===== config.mk =====
export PLATFORM = sky130hd
export DESIGN_NAME = elevator_req_scheduler
export DESIGN_NICKNAME = d
export VERILOG_FILES = /design/src/rtl/elevator_req_scheduler.sv
export SDC_FILE = /design/constraint.sdc
export NUM_CORES = 1
export LEC_CHECK = 0
export CORE_MARGIN = 8
export CORE_UTILIZATION = 50
export DETAILED_ROUTE_END_ITERATION = 10
export PLACE_DENSITY = 0.8
export RECOVER_POWER = 50
export SLEW_MARGIN = 10
export SYNTH_ARGS = -nofsm -noshare
export SYNTH_HDL_FRONTEND = slang
export SYNTH_SLANG_ARGS = --single-unit
export TNS_END_PERCENT = 10

===== constraint.sdc =====
create_clock -name clk -period 7.4 [get_ports clk]
set_input_delay 1.48 -clock clk [delete_from_list [all_inputs] [get_ports clk]]
set_output_delay 1.48 -clock clk [all_outputs]
set_load 0.05 [all_outputs]

===== src/rtl/elevator_req_scheduler.sv =====
// SCAN (collective, direction-preserving) request scheduler: gathers floor requests into a
// pending set and hands the next target floor to the elevator FSM.
module elevator_req_scheduler #(
   parameter  int FLOORS_NUM = 5,
   localparam int FW         = (FLOORS_NUM > 1) ? $clog2(FLOORS_NUM) : 1
) (
   input  logic                  clk,
   input  logic                  rst,
   input  logic [FLOORS_NUM-1:0] floor_req,
   input  logic [FW-1:0]         curr_floor,
   input  logic [FLOORS_NUM-1:0] request_done,
   output logic [FW-1:0]         req_floor,
   output logic [FLOORS_NUM-1:0] pending,
   output logic                  dir_up,
   output logic                  dir_down,
   output logic                  ack_here
);

   typedef enum logic [1:0] {
      SCH_IDLE = 2'd0,
      SCH_UP   = 2'd1,
      SCH_DOWN = 2'd2
   } sch_state_t;

   sch_state_t            state_q, state_d;
   logic [FLOORS_NUM-1:0] pending_q, pending_d;
   logic [FW-1:0]         req_floor_q, req_floor_d;
   logic                  ack_here_q, ack_here_d;

   logic [FLOORS_NUM-1:0] idle_here;
   logic                  door_open;
   logic                  up_vld, dn_vld;
   logic [FW-1:0]         up_idx, dn_idx;
   logic [FW-1:0]         dist_up, dist_dn;

   assign door_open = (request_done != '0);

   // A request for the floor we are idling at is absorbed instead of becoming pending.
   always_comb begin
      idle_here = '0;
      for (int i = 0; i < FLOORS_NUM; i++) begin
         idle_here[i] = (state_q == SCH_IDLE) && !door_open && (curr_floor == FW'(i));
      end
   end

   // Descending scan leaves the lowest pending floor above curr_floor.
   always_comb begin
      up_vld = 1'b0;
      up_idx = '0;
      for (int i = FLOORS_NUM - 1; i >= 0; i--) begin
         if (pending_q[i] && (FW'(i) > curr_floor)) begin
            up_vld = 1'b1;
            up_idx = FW'(i);
         end
      end
   end

   // Ascending scan leaves the highest pending floor below curr_floor.
   always_comb begin
      dn_vld = 1'b0;
      dn_idx = '0;
      for (int i = 0; i < FLOORS_NUM; i++) begin
         if (pending_q[i] && (FW'(i) < curr_floor)) begin
            dn_vld = 1'b1;
            dn_idx = FW'(i);
         end
      end
   end

   assign dist_up = up_idx - curr_floor;
   assign dist_dn = curr_floor - dn_idx;

   always_comb begin
      pending_d  = (pending_q | floor_req) & ~request_done & ~idle_here;
      ack_here_d = |(floor_req & idle_here);
   end

   always_comb begin
      state_d     = state_q;
      req_floor_d = req_floor_q;
      if (door_open) begin
         // Pinning the target to the open-door floor keeps the FSM parked until we retarget.
         req_floor_d = curr_floor;
      end else begin
         case (state_q)
            SCH_IDLE: begin
               if (up_vld && dn_vld) begin
                  if (dist_dn < dist_up) begin
                     state_d     = SCH_DOWN;
                     req_floor_d = dn_idx;
                  end else begin
                     state_d     = SCH_UP;
                     req_floor_d = up_idx;
                  end
               end else if (up_vld) begin
                  state_d     = SCH_UP;
                  req_floor_d = up_idx;
               end else if (dn_vld) begin
                  state_d     = SCH_DOWN;
                  req_floor_d = dn_idx;
               end else begin
                  req_floor_d = curr_floor;
               end
            end
            SCH_UP: begin
               if (up_vld) begin
                  req_floor_d = up_idx;
               end else if (dn_vld) begin
                  state_d     = SCH_DOWN;
                  req_floor_d = dn_idx;
               end else begin
                  state_d     = SCH_IDLE;
                  req_floor_d = curr_floor;
               end
            end
            SCH_DOWN: begin
               if (dn_vld) begin
                  req_floor_d = dn_idx;
               end else if (up_vld) begin
                  state_d     = SCH_UP;
                  req_floor_d = up_idx;
               end else begin
                  state_d     = SCH_IDLE;
                  req_floor_d = curr_floor;
               end
            end
            default: begin
               state_d     = SCH_IDLE;
               req_floor_d = curr_floor;
            end
         endcase
      end
   end

   always_ff @(posedge clk) begin
      if (rst) begin
         state_q     <= SCH_IDLE;
         pending_q   <= '0;
         req_floor_q <= '0;
         ack_here_q  <= 1'b0;
      end else begin
         state_q     <= state_d;
         pending_q   <= pending_d;
         req_floor_q <= req_floor_d;
         ack_here_q  <= ack_here_d;
      end
   end

   assign req_floor = req_floor_q;
   assign pending   = pending_q;
   assign dir_up    = (state_q == SCH_UP);
   assign dir_down  = (state_q == SCH_DOWN);
   assign ack_here  = ack_here_q;

endmodule


# Yosys cells after proc, flatten, opt, wreduce, memory -nomap -nowiden
# Index checks and enable logic that the tools add are counted.
[word_totals]
regBits = 11
inputBits = 15
output_inout_bits = 11
[op_classes]
add_sub_neg = 2
n_lt_le_gt_ge = 11
eq_ne = 9
mux = 36
bitwise = 7
n_reduce_logical = 23
[op_table]
columns = ["op", "n"]
rows = [
  ["$mux 3", 15],
  ["$logic_and 1x1->1", 17],
  ["$and 5x5->5", 3],
  ["$mux 2", 7],
  ["$mux 1", 12],
  ["$not 5->5", 2],
  ["$pmux 3 s3", 1],
  ["$eq 3x2->1 const B", 2],
  ["$gt 1x3->1 const A", 2],
  ["$gt 2x3->1 const A", 2],
  ["$lt 1x3->1 const A", 2],
  ["$lt 2x3->1 const A", 2],
  ["$pmux 2 s3", 1],
  ["$sub 3x3->3", 2],
  ["$or 5x5->5", 1],
  ["$reduce_bool 5->1", 1],
  ["$reduce_or 5->1", 1],
  ["$ne 2x2->1 const B", 2],
  ["$ne 4x3->1 const B", 1],
  ["$reduce_and 4->1", 1],
  ["$eq 3x1->1 const B", 1],
  ["$eq 3x3->1 const B", 1],
  ["$gt 3x3->1 const A", 1],
  ["$logic_not 3->1", 1],
  ["other kinds (7)", 7],
]

# Logic depth before layout (Yosys ltp)
# Gate-level depths: netlist of the first run.
[depth]
ltp_word = 13
mapped_depth = 15
ltp_nobuf = 14

# Least setup slack after synthesis of the first run
# Ideal clock, no wire load.
[synth_path]
path_kind = "input port to flip-flop"
startpoint = "input curr_floor[0]"
endpoint = "register req_floor_q[1] (netlist: req_floor[1])"
arrival_time_ns = 4.110
setup_slack_ns = 3.154
stages = 14
path_cell_list = "buf_4 -> o21ai_0 -> o21ai_0 -> or2_2 -> ha_1 -> fa_1 -> xor2_1 -> ha_1 -> nand2_1 -> o21ai_0 -> nor2b_1 -> nor3_1 -> o32ai_1 -> a211oi_1"
[synth_via]
elab_chain_cells = 13
elab_cells_between_ends = 51
classes_between = "2 x add/sub; 11 x order compare; 27 x mux; 11 x reduce/logical"
[synth_lines]
columns = ["item", "line_no", "rtl"]
rows = [
  ["start, declared", "10", "input logic [FW-1:0] curr_floor,"],
  ["$gt 3x3->1", "51", "if (pending_q[i] && (FW'(i) > curr_floor)) begin"],
  ["$logic_and 1x1->1", "51", ""],
  ["$mux 3 (5 in a row)", "51", ""],
  ["$sub 3x3->3", "70", "assign dist_up = up_idx - curr_floor;"],
  ["$lt 3x3->1", "88", "if (dist_dn < dist_up) begin"],
  ["$mux 3", "88", ""],
  ["$mux 3", "87", "if (up_vld && dn_vld) begin"],
  ["$pmux 3 s3 (*)", "85", "case (state_q)"],
  ["$mux 3 (*)", "81", "if (door_open) begin"],
  ["end signal, assigned", "144", "req_floor_q <= req_floor_d;"],
  ["end, declared", "27", "logic [FW-1:0] req_floor_q, req_floor_d;"],
]
# Mark *: on every way between the ends. The rest lies on a longest branch, timed or not.
# A chain may end at the register's enable or synchronous reset.

# Worst setup path after layout of the first run
[layout_path]
startpoint = "input curr_floor[2]"
endpoint = "register req_floor_q[1] (netlist: req_floor[1])"
# The elaborated chain is that of the path after synthesis.

==> results of run 1 <==
[cells in the mapped netlist (all sizes together) (2+ instances only)]
cell,count
a2111oi,4
a211o,2
a211oi,5
a21oi,11
a311oi,2
a31oi,3
and2,2
buf,5
clkbuf,4
dfxtp,11
fa,2
ha,4
inv,8
nand2,9
nor2,21
nor2b,4
nor3,4
o21ai,11
o22ai,2
o31ai,2
or2,4
or3,4
[power by group]
group	internal (uW)	switching, uW
clock	20.9	21.4
combinational	31.6	44.4
sequential	61.8	3.11
total	114	68.9
[registers in the layout (all words and copies together) (netlist names)]
signal,flops
ack_here,1
pending,5
req_floor,3
state_q,2
[worst min path at each step]
| stage | to | cells after the start |
|---|---|---|
| finish | pending[0]$_SDFF_PP0_ | 2 |
| floorplan | state_q[0]$_SDFFE_PP0P_ | 4 |
| global route | pending[0]$_SDFF_PP0_ | 2 |
| detailed placement | pending[0]$_SDFF_PP0_ | 2 |
| CTS | pending[0]$_SDFF_PP0_ | 2 |
| global placement | pending[0]$_SDFF_PP0_ | 2 |
[cells by family after synthesis]
logic type                 count (synthesis)
AOI/OAI and AO/OA                         57
xor gates and xnor gates                   2
adders and majority gates                  6
buffers and inverters                     17
DFF                                       11
muxes                                      1
and+or+nand+nor                           51
[per-layer routing]
metal / up-vias / wire [um]
li1: 580 / -
met5: - / 0
met4: 0 / 29
met3: 4 / 238
met2: 54 / 1510
met1: 536 / 1250
[worst min-delay path, stage by stage (launching register included)]
cell and delay [ns]:
dfxtp_1 0.33, nor2_1 0.09, a2111oi_0 0.06
[through the flow]
step | hold WS, ns | cells | setup slack [ns] | total power (uW)
2_1_floorplan | 0.643 | 145 | 3.15 | 120
3_3_place_gp | 0.522 | 189 | 2.14 | 141
3_5_place_dp | 0.527 | 189 | 2.05 | 143
4_1_cts | 0.539 | 193 | 2.33 | 184
5_1_grt | 0.572 | 193 | 1.88 | 194
6_report | 0.528 | 193 | 2.20 | 183
[cell type report]
type / count / area, um2
Timing Repair Buffer: 25 / 250
Inverter: 8 / 30.0
Tap cell: 28 / 35.0
Clock buffer: 4 / 26.3
Sequential cell: 11 / 220
Multi-Input combinational cell: 117 / 788
Fill cell: 203 / 798
==> impl_metrics.py, run 1 <==
metrics = {
    "cells_and_area": {
        "postLayoutCellArea_mm2": 0.00135,
        "final_util_pct": 62.8,
        "area_growth_syn_to_layout_pct": 23.2,
        "nets": 187,
        "mostFrequentLayoutCells": "nor2_1 (21), clkdlybuf4s50_1 (18), a21oi_1 (11), dfxtp_1 (11), o21ai_0 (10)",
        "layout_commonest_cell": "nor2_1",
        "layout-drive-gt1-share_pct": 7.88,
        "diodes": 0,
    },
    "yosys": {
        "synth-adder-area-share_pct": 8.22,
        "synth-compound-area-share_pct": 37.3,
        "synth_top_area_share_pct": 20.1,
        "synth_mux_area_share_pct": 2.05,
        "synth_cells": 145,
        "synth-simple-area-share_pct": 22.7,
        "synth_top_family_by_area": "compound AO/OA/AOI/OAI gates",
        "synth_edf_count": 0,
        "yosysSeqAreaShare_pct": 20.1,
        "synthArstFlopShare_pct": 0,
        "syn_nets": 166,
        "synthTopCellsByArea": "dfxtp_1 (20%), nor2_1 (7.2%), a21oi_1 (5.0%)",
        "netlist_area_mm2": 0.00110,
        "synth_warnings": 0,
        "avgSynthCellArea_um2": 7.56,
        "synth.distinct_cells": 52,
        "ys_seq_elements": 11,
        "synth_ff_type": "dfxtp_1",
        "yosysTopAreaCell": "dfxtp_1",
        "yosys.area_share.xor_xnor_pct": 1.60,
    },
    "worst_setup_path": {
        "critical_path.slowest_cell": "dlygate4sd3_1",
        "worstSetupStartpoint": "curr_floor[2]",
        "crit_type": "in2reg",
        "worstPathCellList": "dlygate4sd3_1, o21ai_0, a32oi_1, nor2_1, ha_1, fa_1, xnor2_1, ha_1, nand2_1, o21ai_0, nor2b_1, nor3_1, o32ai_1, a211oi_1",
        "cp_num_buf_inv": 1,
        "worstPathRequired_ns": 7.55,
        "path_max_fanout": 24,
        "cp-start-kind": "input port",
        "ff2ff_setup_slack_ns": 3.83,
        "worstSetupEndpoint": "req_floor[1]$_SDFF_PP0_",
        "crit_cells": 14,
        "cp.arrival_ns": 5.35,
        "end_kind": "register",
        "reg2reg_from": "pending[1]$_SDFF_PP0_",
        "crit_family": "compound AO/OA/AOI/OAI gates",
        "cp_slowest_stage_delay_ns": 1.05,
        "rr_worst_depth": 14,
        "rr_endpoint": "req_floor[1]$_SDFF_PP0_",
    },
    "floorplan": {
        "die_h_um": 62.8,
        "io_pins": 26,
        "initial_core_util_pct": 51.0,
        "design.die.area_mm2": 0.00395,
        "die_w_um": 62.8,
        "core_area_mm2": 0.00215,
        "fp-row-count": 17,
    },
    "timing": {
        "tns_ns": 0,
        "fin_crit_ns": 5.20,
        "relSlewSlack_pct": 47.4,
        "rsz0062_at_grt": "no",
        "fmax_mhz": 192,
        "setup_violations": 0,
        "hold_violations": 0,
        "tightest_slew_ns": 0.787,
        "skew_ns": 0.00126,
        "fin_crit_sh_pct": 70.3,
        "drv_slew": 0,
    },
    "global_route": {
        "grt.overflow.total": 0,
        "grt_use_met1_pct": 18.0,
        "track_usage_pct": 15.5,
        "grt_max_degree": 25,
        "met2_usage_pct": 26.1,
        "grt_use_met3_pct": 6.27,
        "antenna_found_initial": 0,
        "busiest_layer": "met2",
        "grt_first_pass_wirelength_um": 5180,
        "grt_pass1_vias": 1131,
    },
    "clock_tree": {
        "cts-root-buf": "clkbuf_4",
        "insertion_delay_ns": 0.27,
        "cts_made_buffers": 3,
        "cts_tree": "yes",
        "cts.sinks": 11,
        "cts_max_level": 1,
        "path_clk_slew_ns": 0.07,
        "postCtsHoldBufs": 0,
        "cts_resized": 0,
        "cts_buffer_depth": 2,
        "cts_setup_buffers": 0,
    },
    "min_path": {
        "hp-class": "reg2reg",
        "min_from": "pending[0]$_SDFF_PP0_",
    },
    "detailed_routing": {
        "viasPerCell": 6.08,
        "routedWlPerCell_um": 15.7,
        "postRouteAntennaNets": 0,
        "drtIter0Drc": 54,
        "first_pass_iters": 4,
        "drt_wl_total_um": 3030,
        "via_count": 1174,
        "drc": 0,
    },
    "power": {
        "pwr_density_cell_mw_per_mm2": 136,
        "ir_drop_uv": 142,
        "leakagePower_uw": 0.000517,
    },
    "run": {
        "maxCapViolCount": 0,
    },
    "placed_design": {
        "placed_area_mm2": 0.00132,
        "io_buffers": 25,
        "dp_hpwl_um": 2420,
        "routabilityCongestion": 0.955,
    },
    "outcome": {
        "outcome": "complete, no violations",
    },
}
No activity file was read; power rests on OpenSTA's default activity.
==> run 2: changes to the inputs <==
--- a/config.mk
+++ b/config.mk
@@ -6,9 +6,9 @@
 export NUM_CORES = 1
 export LEC_CHECK = 0
 export CORE_MARGIN = 8
-export CORE_UTILIZATION = 50
+export CORE_UTILIZATION = 49
 export DETAILED_ROUTE_END_ITERATION = 10
-export PLACE_DENSITY = 0.8
+export PLACE_DENSITY = 0.79
 export RECOVER_POWER = 50
 export SLEW_MARGIN = 10
 export SYNTH_ARGS = -nofsm -noshare
==> constraint.sdc (replaced) <==
create_clock -name clk -period 5.2 [get_ports clk]
set_input_delay 1.04 -clock clk [delete_from_list [all_inputs] [get_ports clk]]
set_output_delay 1.04 -clock clk [all_outputs]
set_load 0.05 [all_outputs]
==> run 2 against run 1 <==
Clock skew grew 0.00092 ns. Register-to-register slack worse by 2.2 ns. Largest cell class unchanged. Critical path depth decreased by 1. Combinational power increased by 42%. Worst setup slack worse by 1.6 ns. Via count increased by 2.2%. Sequential share of layout area is essentially flat. First-iteration DRC count shrank 11%. Final cell count is 0.52% higher. Cell area grew 0.28%. Count of clock-buffer cells in the layout stayed put. Hold slack better by 0.026 ns.
==> impl_metrics.py, run 2 (same netlist as run 1, synthesis figures left out) <==
metrics = {
    "global_route": {
        "grt_first_pass_wirelength_um": 5200,
        "grt_max_degree": 17,
        "grt_use_met3_pct": 6.89,
        "met2_usage_pct": 24.3,
        "grt_pass1_vias": 1171,
        "grt.overflow.total": 0,
        "track_usage_pct": 15.5,
        "grt_use_met1_pct": 18.2,
        "antenna_found_initial": 0,
        "busiest_layer": "met2",
    },
    "detailed_routing": {
        "drtIter0Drc": 48,
        "routedWlPerCell_um": 15.7,
        "drc": 0,
        "via_count": 1200,
        "drt_wl_total_um": 3040,
        "first_pass_iters": 4,
        "postRouteAntennaNets": 0,
        "viasPerCell": 6.19,
    },
    "worst_setup_path": {
        "worstSetupStartpoint": "curr_floor[1]",
        "crit_cells": 13,
        "ff2ff_setup_slack_ns": 1.65,
        "path_max_fanout": 16,
        "worstPathRequired_ns": 5.35,
        "crit_family": "compound AO/OA/AOI/OAI gates",
        "worstSetupEndpoint": "req_floor[1]$_SDFF_PP0_",
        "rr_worst_depth": 14,
        "cp.arrival_ns": 4.72,
        "crit_type": "in2reg",
        "end_kind": "register",
        "cp_num_buf_inv": 1,
        "critical_path.slowest_cell": "dlygate4sd3_1",
        "worstPathCellList": "dlygate4sd3_1, o21ai_0, or2_2, ha_1, fa_1, xor2_1, ha_1, nand2_1, o21ai_0, nor2b_1, nor3_1, o32ai_1, a211oi_1",
        "cp-start-kind": "input port",
        "rr_endpoint": "req_floor[1]$_SDFF_PP0_",
        "reg2reg_from": "pending[1]$_SDFF_PP0_",
        "cp_slowest_stage_delay_ns": 0.90,
    },
    "cells_and_area": {
        "diodes": 0,
        "nets": 188,
        "multi_input_area_um2": 788,
        "final_util_pct": 62.4,
        "layout_commonest_cell": "nor2_1",
        "fillCellCount": 214,
        "seqCellArea_um2": 220,
        "fin_cells": 194,
        "mostFrequentLayoutCells": "nor2_1 (21), clkdlybuf4s50_1 (17), a21oi_1 (11), dfxtp_1 (11), o21ai_0 (10)",
        "layout-drive-gt1-share_pct": 7.83,
        "area_growth_syn_to_layout_pct": 23.5,
        "largest_register_ffs": 5,
    },
    "timing": {
        "drv_slew": 0,
        "setup_violations": 0,
        "whs_ns": 0.553,
        "fmax_mhz": 219,
        "skew_ns": 0.00218,
        "tightest_slew_ns": 0.736,
        "fin_crit_ns": 4.57,
        "hold_violations": 0,
        "tns_ns": 0,
        "fin_crit_sh_pct": 87.9,
        "relSlewSlack_pct": 50.6,
        "rsz0062_at_grt": "no",
    },
    "clock_tree": {
        "postCtsHoldBufs": 0,
        "cts_made_buffers": 3,
        "cts-root-buf": "clkbuf_4",
        "cts_max_level": 1,
        "cts.sinks": 11,
        "path_clk_slew_ns": 0.07,
        "cts_tree": "yes",
        "cts_buffer_depth": 2,
        "insertion_delay_ns": 0.27,
        "cts_resized": 0,
        "cts_setup_buffers": 0,
    },
    "power": {
        "power_uw": 260,
        "p_clk_share_pct": 22.9,
        "swShare_pct": 37.5,
        "ir_drop_uv": 227,
        "power_frac_seq_pct": 35.5,
        "comb_power_share_pct": 41.6,
        "leakagePower_uw": 0.000516,
        "power.internal_uw": 163,
        "pwr_density_cell_mw_per_mm2": 192,
        "switchingPower_uw": 97.7,
    },
    "floorplan": {
        "initial_core_util_pct": 50.5,
        "die_w_um": 63.3,
        "core_area_mm2": 0.00217,
        "die_h_um": 63.3,
        "fp-row-count": 17,
        "design.die.area_mm2": 0.00401,
        "io_pins": 26,
    },
    "placed_design": {
        "io_buffers": 25,
        "dp_cells": 190,
        "routabilityCongestion": 0.938,
        "dp_hpwl_um": 2400,
    },
    "run": {
        "maxCapViolCount": 0,
    },
    "min_path": {
        "hp-class": "reg2reg",
    },
    "outcome": {
        "outcome": "complete, no violations",
    },
}
-- run 2: changes by cell type in the layout (fill, tap and decap cells not counted) --
cell             change
clkdlybuf4s50_1      -1
clkbuf_1             +1
dlygate4sd3_1        +1
-- run 2: metal layers --
metal  wire [um]  up-vias  part of all wire (%)
met5           0        -                     0
met2        1470       44                    48
met3         226        6                   7.4
li1            -      584                     -
met4          42        0                   1.4
met1        1300      566                    43
-- run 2: how the worst min path moves through the flow --
stage	startpoint	end	slack, ns	depth (start not counted)
4_1_cts	pending[0]$_SDFF_PP0_	pending[0]$_SDFF_PP0_	0.55	2
2_1_floorplan	state_q[0]$_SDFFE_PP0P_	state_q[0]$_SDFFE_PP0P_	0.64	4
5_1_grt	pending[0]$_SDFF_PP0_	pending[0]$_SDFF_PP0_	0.59	2
6_report	pending[0]$_SDFF_PP0_	pending[0]$_SDFF_PP0_	0.55	2
3_3_place_gp	pending[0]$_SDFF_PP0_	pending[0]$_SDFF_PP0_	0.52	2
3_5_place_dp	pending[0]$_SDFF_PP0_	pending[0]$_SDFF_PP0_	0.54	2
-- run 2: area by class of cell --
class | instances | area share [%]
multi-input combinational | 117 | 58.2
timing repair buffer | 26 | 18.8
sequential | 11 | 16.3
tap | 28 | 2.59
inverter | 8 | 2.22
clock buffer | 4 | 1.94
-- run 2: metrics by stage --
stage,area (um2),worst slack [ns]
floorplan,1100,1.39
global placement,1330,0.586
detailed placement,1330,0.423
CTS,1360,0.732
global route,1350,0.357
finish,1350,0.627
-- run 2: power groups by stage --
stage / Sequential (uW) / Clock, uW / Combinational (uW)
after floorplan: 105 / 0 / 65.5
after global placement: 94.3 / 0 / 107
after detailed placement: 94.5 / 0 / 109
after CTS: 92.6 / 59.6 / 109
after global routing: 93.1 / 66.2 / 120
final: 92.6 / 59.5 / 108
-- run 2: worst reg2reg max path: stages, from the launching register on --
cell and delay [ns]:
dfxtp_1 0.51, inv_1 0.10, o22ai_1 0.16, o21ai_0 0.17, or2_2 0.33, ha_1 0.19, fa_1 0.38, xor2_1 0.17
ha_1 0.30, nand2_1 0.05, o21ai_0 0.39, nor2b_1 0.23, nor3_1 0.06, o32ai_1 0.27, a211oi_1 0.11
==> run 3: changes to the inputs <==
--- a/config.mk
+++ b/config.mk
@@ -6,9 +6,10 @@
 export NUM_CORES = 1
 export LEC_CHECK = 0
 export CORE_MARGIN = 8
-export CORE_UTILIZATION = 49
+export CORE_UTILIZATION = 50
 export DETAILED_ROUTE_END_ITERATION = 10
-export PLACE_DENSITY = 0.79
+export DONT_BUFFER_PORTS = 1
+export MAX_ROUTING_LAYER = met4
 export RECOVER_POWER = 50
 export SLEW_MARGIN = 10
 export SYNTH_ARGS = -nofsm -noshare
==> run 3 against run 2 <==
Via count fell by 9.8%. Cell area fell by 19%. Critical path depth rose by 1. Final cell count down 13%. Clock power is essentially flat. Highest routed layer unchanged.
==> impl_metrics.py, run 3 (same netlist as run 1, synthesis figures left out) <==
metrics = {
    "outcome": {
        "outcome": "complete, no violations",
    },
    "power": {
        "comb_power_share_pct": 29.8,
        "power.internal_uw": 149,
        "leakagePower_uw": 0.000409,
        "power_frac_seq_pct": 45.0,
        "pwr_density_cell_mw_per_mm2": 214,
        "ir_drop_uv": 168,
        "switchingPower_uw": 86.7,
        "p_clk_share_pct": 25.2,
        "power_uw": 235,
        "swShare_pct": 36.8,
    },
    "detailed_routing": {
        "drtIter0Drc": 45,
        "drt_wl_total_um": 2930,
        "postRouteAntennaNets": 0,
        "routedWlPerCell_um": 17.5,
        "via_count": 1082,
        "drc": 0,
        "first_pass_iters": 4,
        "viasPerCell": 6.44,
    },
    "worst_setup_path": {
        "end_kind": "register",
        "cp.arrival_ns": 4.05,
        "cp-start-kind": "register",
        "path_max_fanout": 9,
        "crit_type": "reg2reg",
        "worstPathRequired_ns": 5.34,
    },
    "global_route": {
        "grt.overflow.total": 0,
        "antenna_found_initial": 0,
        "grt_first_pass_wirelength_um": 5010,
        "grt_pass1_vias": 1053,
        "track_usage_pct": 15.6,
        "grt_max_degree": 25,
    },
    "floorplan": {
        "die_h_um": 62.8,
        "fp-row-count": 17,
        "initial_core_util_pct": 51.0,
        "io_pins": 26,
        "core_area_mm2": 0.00215,
        "die_w_um": 62.8,
        "design.die.area_mm2": 0.00395,
    },
    "timing": {
        "skew_ns": 0.00456,
        "fin_crit_sh_pct": 75.2,
        "rsz0062_at_grt": "no",
        "fmax_mhz": 256,
        "drv_slew": 0,
        "relSlewSlack_pct": 31.7,
        "hold_violations": 0,
        "tightest_slew_ns": 1.02,
        "setup_violations": 0,
        "tns_ns": 0,
        "fin_crit_ns": 3.91,
    },
    "clock_tree": {
        "path_clk_slew_ns": 0.07,
        "cts.sinks": 11,
        "cts_tree": "yes",
        "cts_buffer_depth": 2,
        "cts-root-buf": "clkbuf_4",
        "cts_made_buffers": 3,
        "cts_resized": 0,
        "cts_max_level": 1,
        "insertion_delay_ns": 0.27,
        "postCtsHoldBufs": 0,
        "cts_setup_buffers": 0,
    },
    "placed_design": {
        "dp_hpwl_um": 2290,
        "routabilityCongestion": 0.875,
        "io_buffers": 0,
        "placed_area_mm2": 0.00107,
    },
    "cells_and_area": {
        "layout_commonest_cell": "nor2_1",
        "nets": 162,
        "layout-drive-gt1-share_pct": 9.29,
        "seqCellArea_um2": 220,
        "diodes": 0,
        "area_growth_syn_to_layout_pct": 0.342,
        "multi_input_area_um2": 788,
        "mostFrequentLayoutCells": "nor2_1 (21), a21oi_1 (11), dfxtp_1 (11)",
        "fillCellCount": 221,
        "postLayoutCellArea_mm2": 0.00110,
        "final_util_pct": 51.2,
        "largest_register_ffs": 5,
    },
    "min_path": {
        "hp-class": "reg2reg",
    },
    "run": {
        "maxCapViolCount": 0,
    },
}
-- run 3: stage by stage --
step | worst slack, ns | std cells | hold WS [ns]
4_1_cts | 1.32 | 168 | 0.668
5_1_grt | 1.01 | 168 | 0.710
6_report | 1.29 | 168 | 0.684
3_3_place_gp | 1.38 | 164 | 0.655
3_5_place_dp | 1.27 | 164 | 0.650
2_1_floorplan | 1.39 | 145 | 0.643
-- run 3: layout make-up --
class	instances	area share (%)
multi-input combinational	117	71.7
sequential	11	20.0
tap	28	3.19
inverter	8	2.73
clock buffer	4	2.39
-- run 3: path summary, 6_finish.rpt --
kind,from,end,slack [ns],cells after the start
worst max register to register,pending[1]$_SDFF_PP0_,req_floor[1]$_SDFF_PP0_,1.29,14
worst max-delay path,pending[1]$_SDFF_PP0_,req_floor[1]$_SDFF_PP0_,1.29,14
worst min register to register,state_q[1]$_SDFFE_PP0P_,state_q[1]$_SDFFE_PP0P_,0.68,2
worst min-delay path,state_q[1]$_SDFFE_PP0P_,state_q[1]$_SDFFE_PP0P_,0.68,2
-- run 3: metal layers --
layer,part of all wire [%],vias to the layer above,GRT usage [%],wire length (um)
li1,-,531,-,-
met2,46,50,24.1,1350
met3,10,6,5.56,300
met5,0,-,-,0
met4,1.1,0,4.56,32
met1,43,495,18.5,1250
-- run 3: power groups by stage --
stage,logic [uW],clock network (uW),registers (uW)
finish,70.2,59.2,106
global route,79.9,65.3,107
CTS,69.8,60.3,106
detailed placement,69.6,0,108
global placement,68.9,0,108
floorplan,65.5,0,105
-- run 3: worst max-delay path, cell delays in order (launching register included) --
cell and delay [ns]:
dfxtp_1 0.83, inv_1 0.13, o22ai_1 0.18, o21ai_0 0.20, or2_2 0.33, ha_1 0.19
fa_1 0.38, xor2_1 0.17, ha_1 0.30, nand2_1 0.05, o21ai_0 0.36, nor2b_1 0.22
nor3_1 0.06, o32ai_1 0.27, a211oi_1 0.10
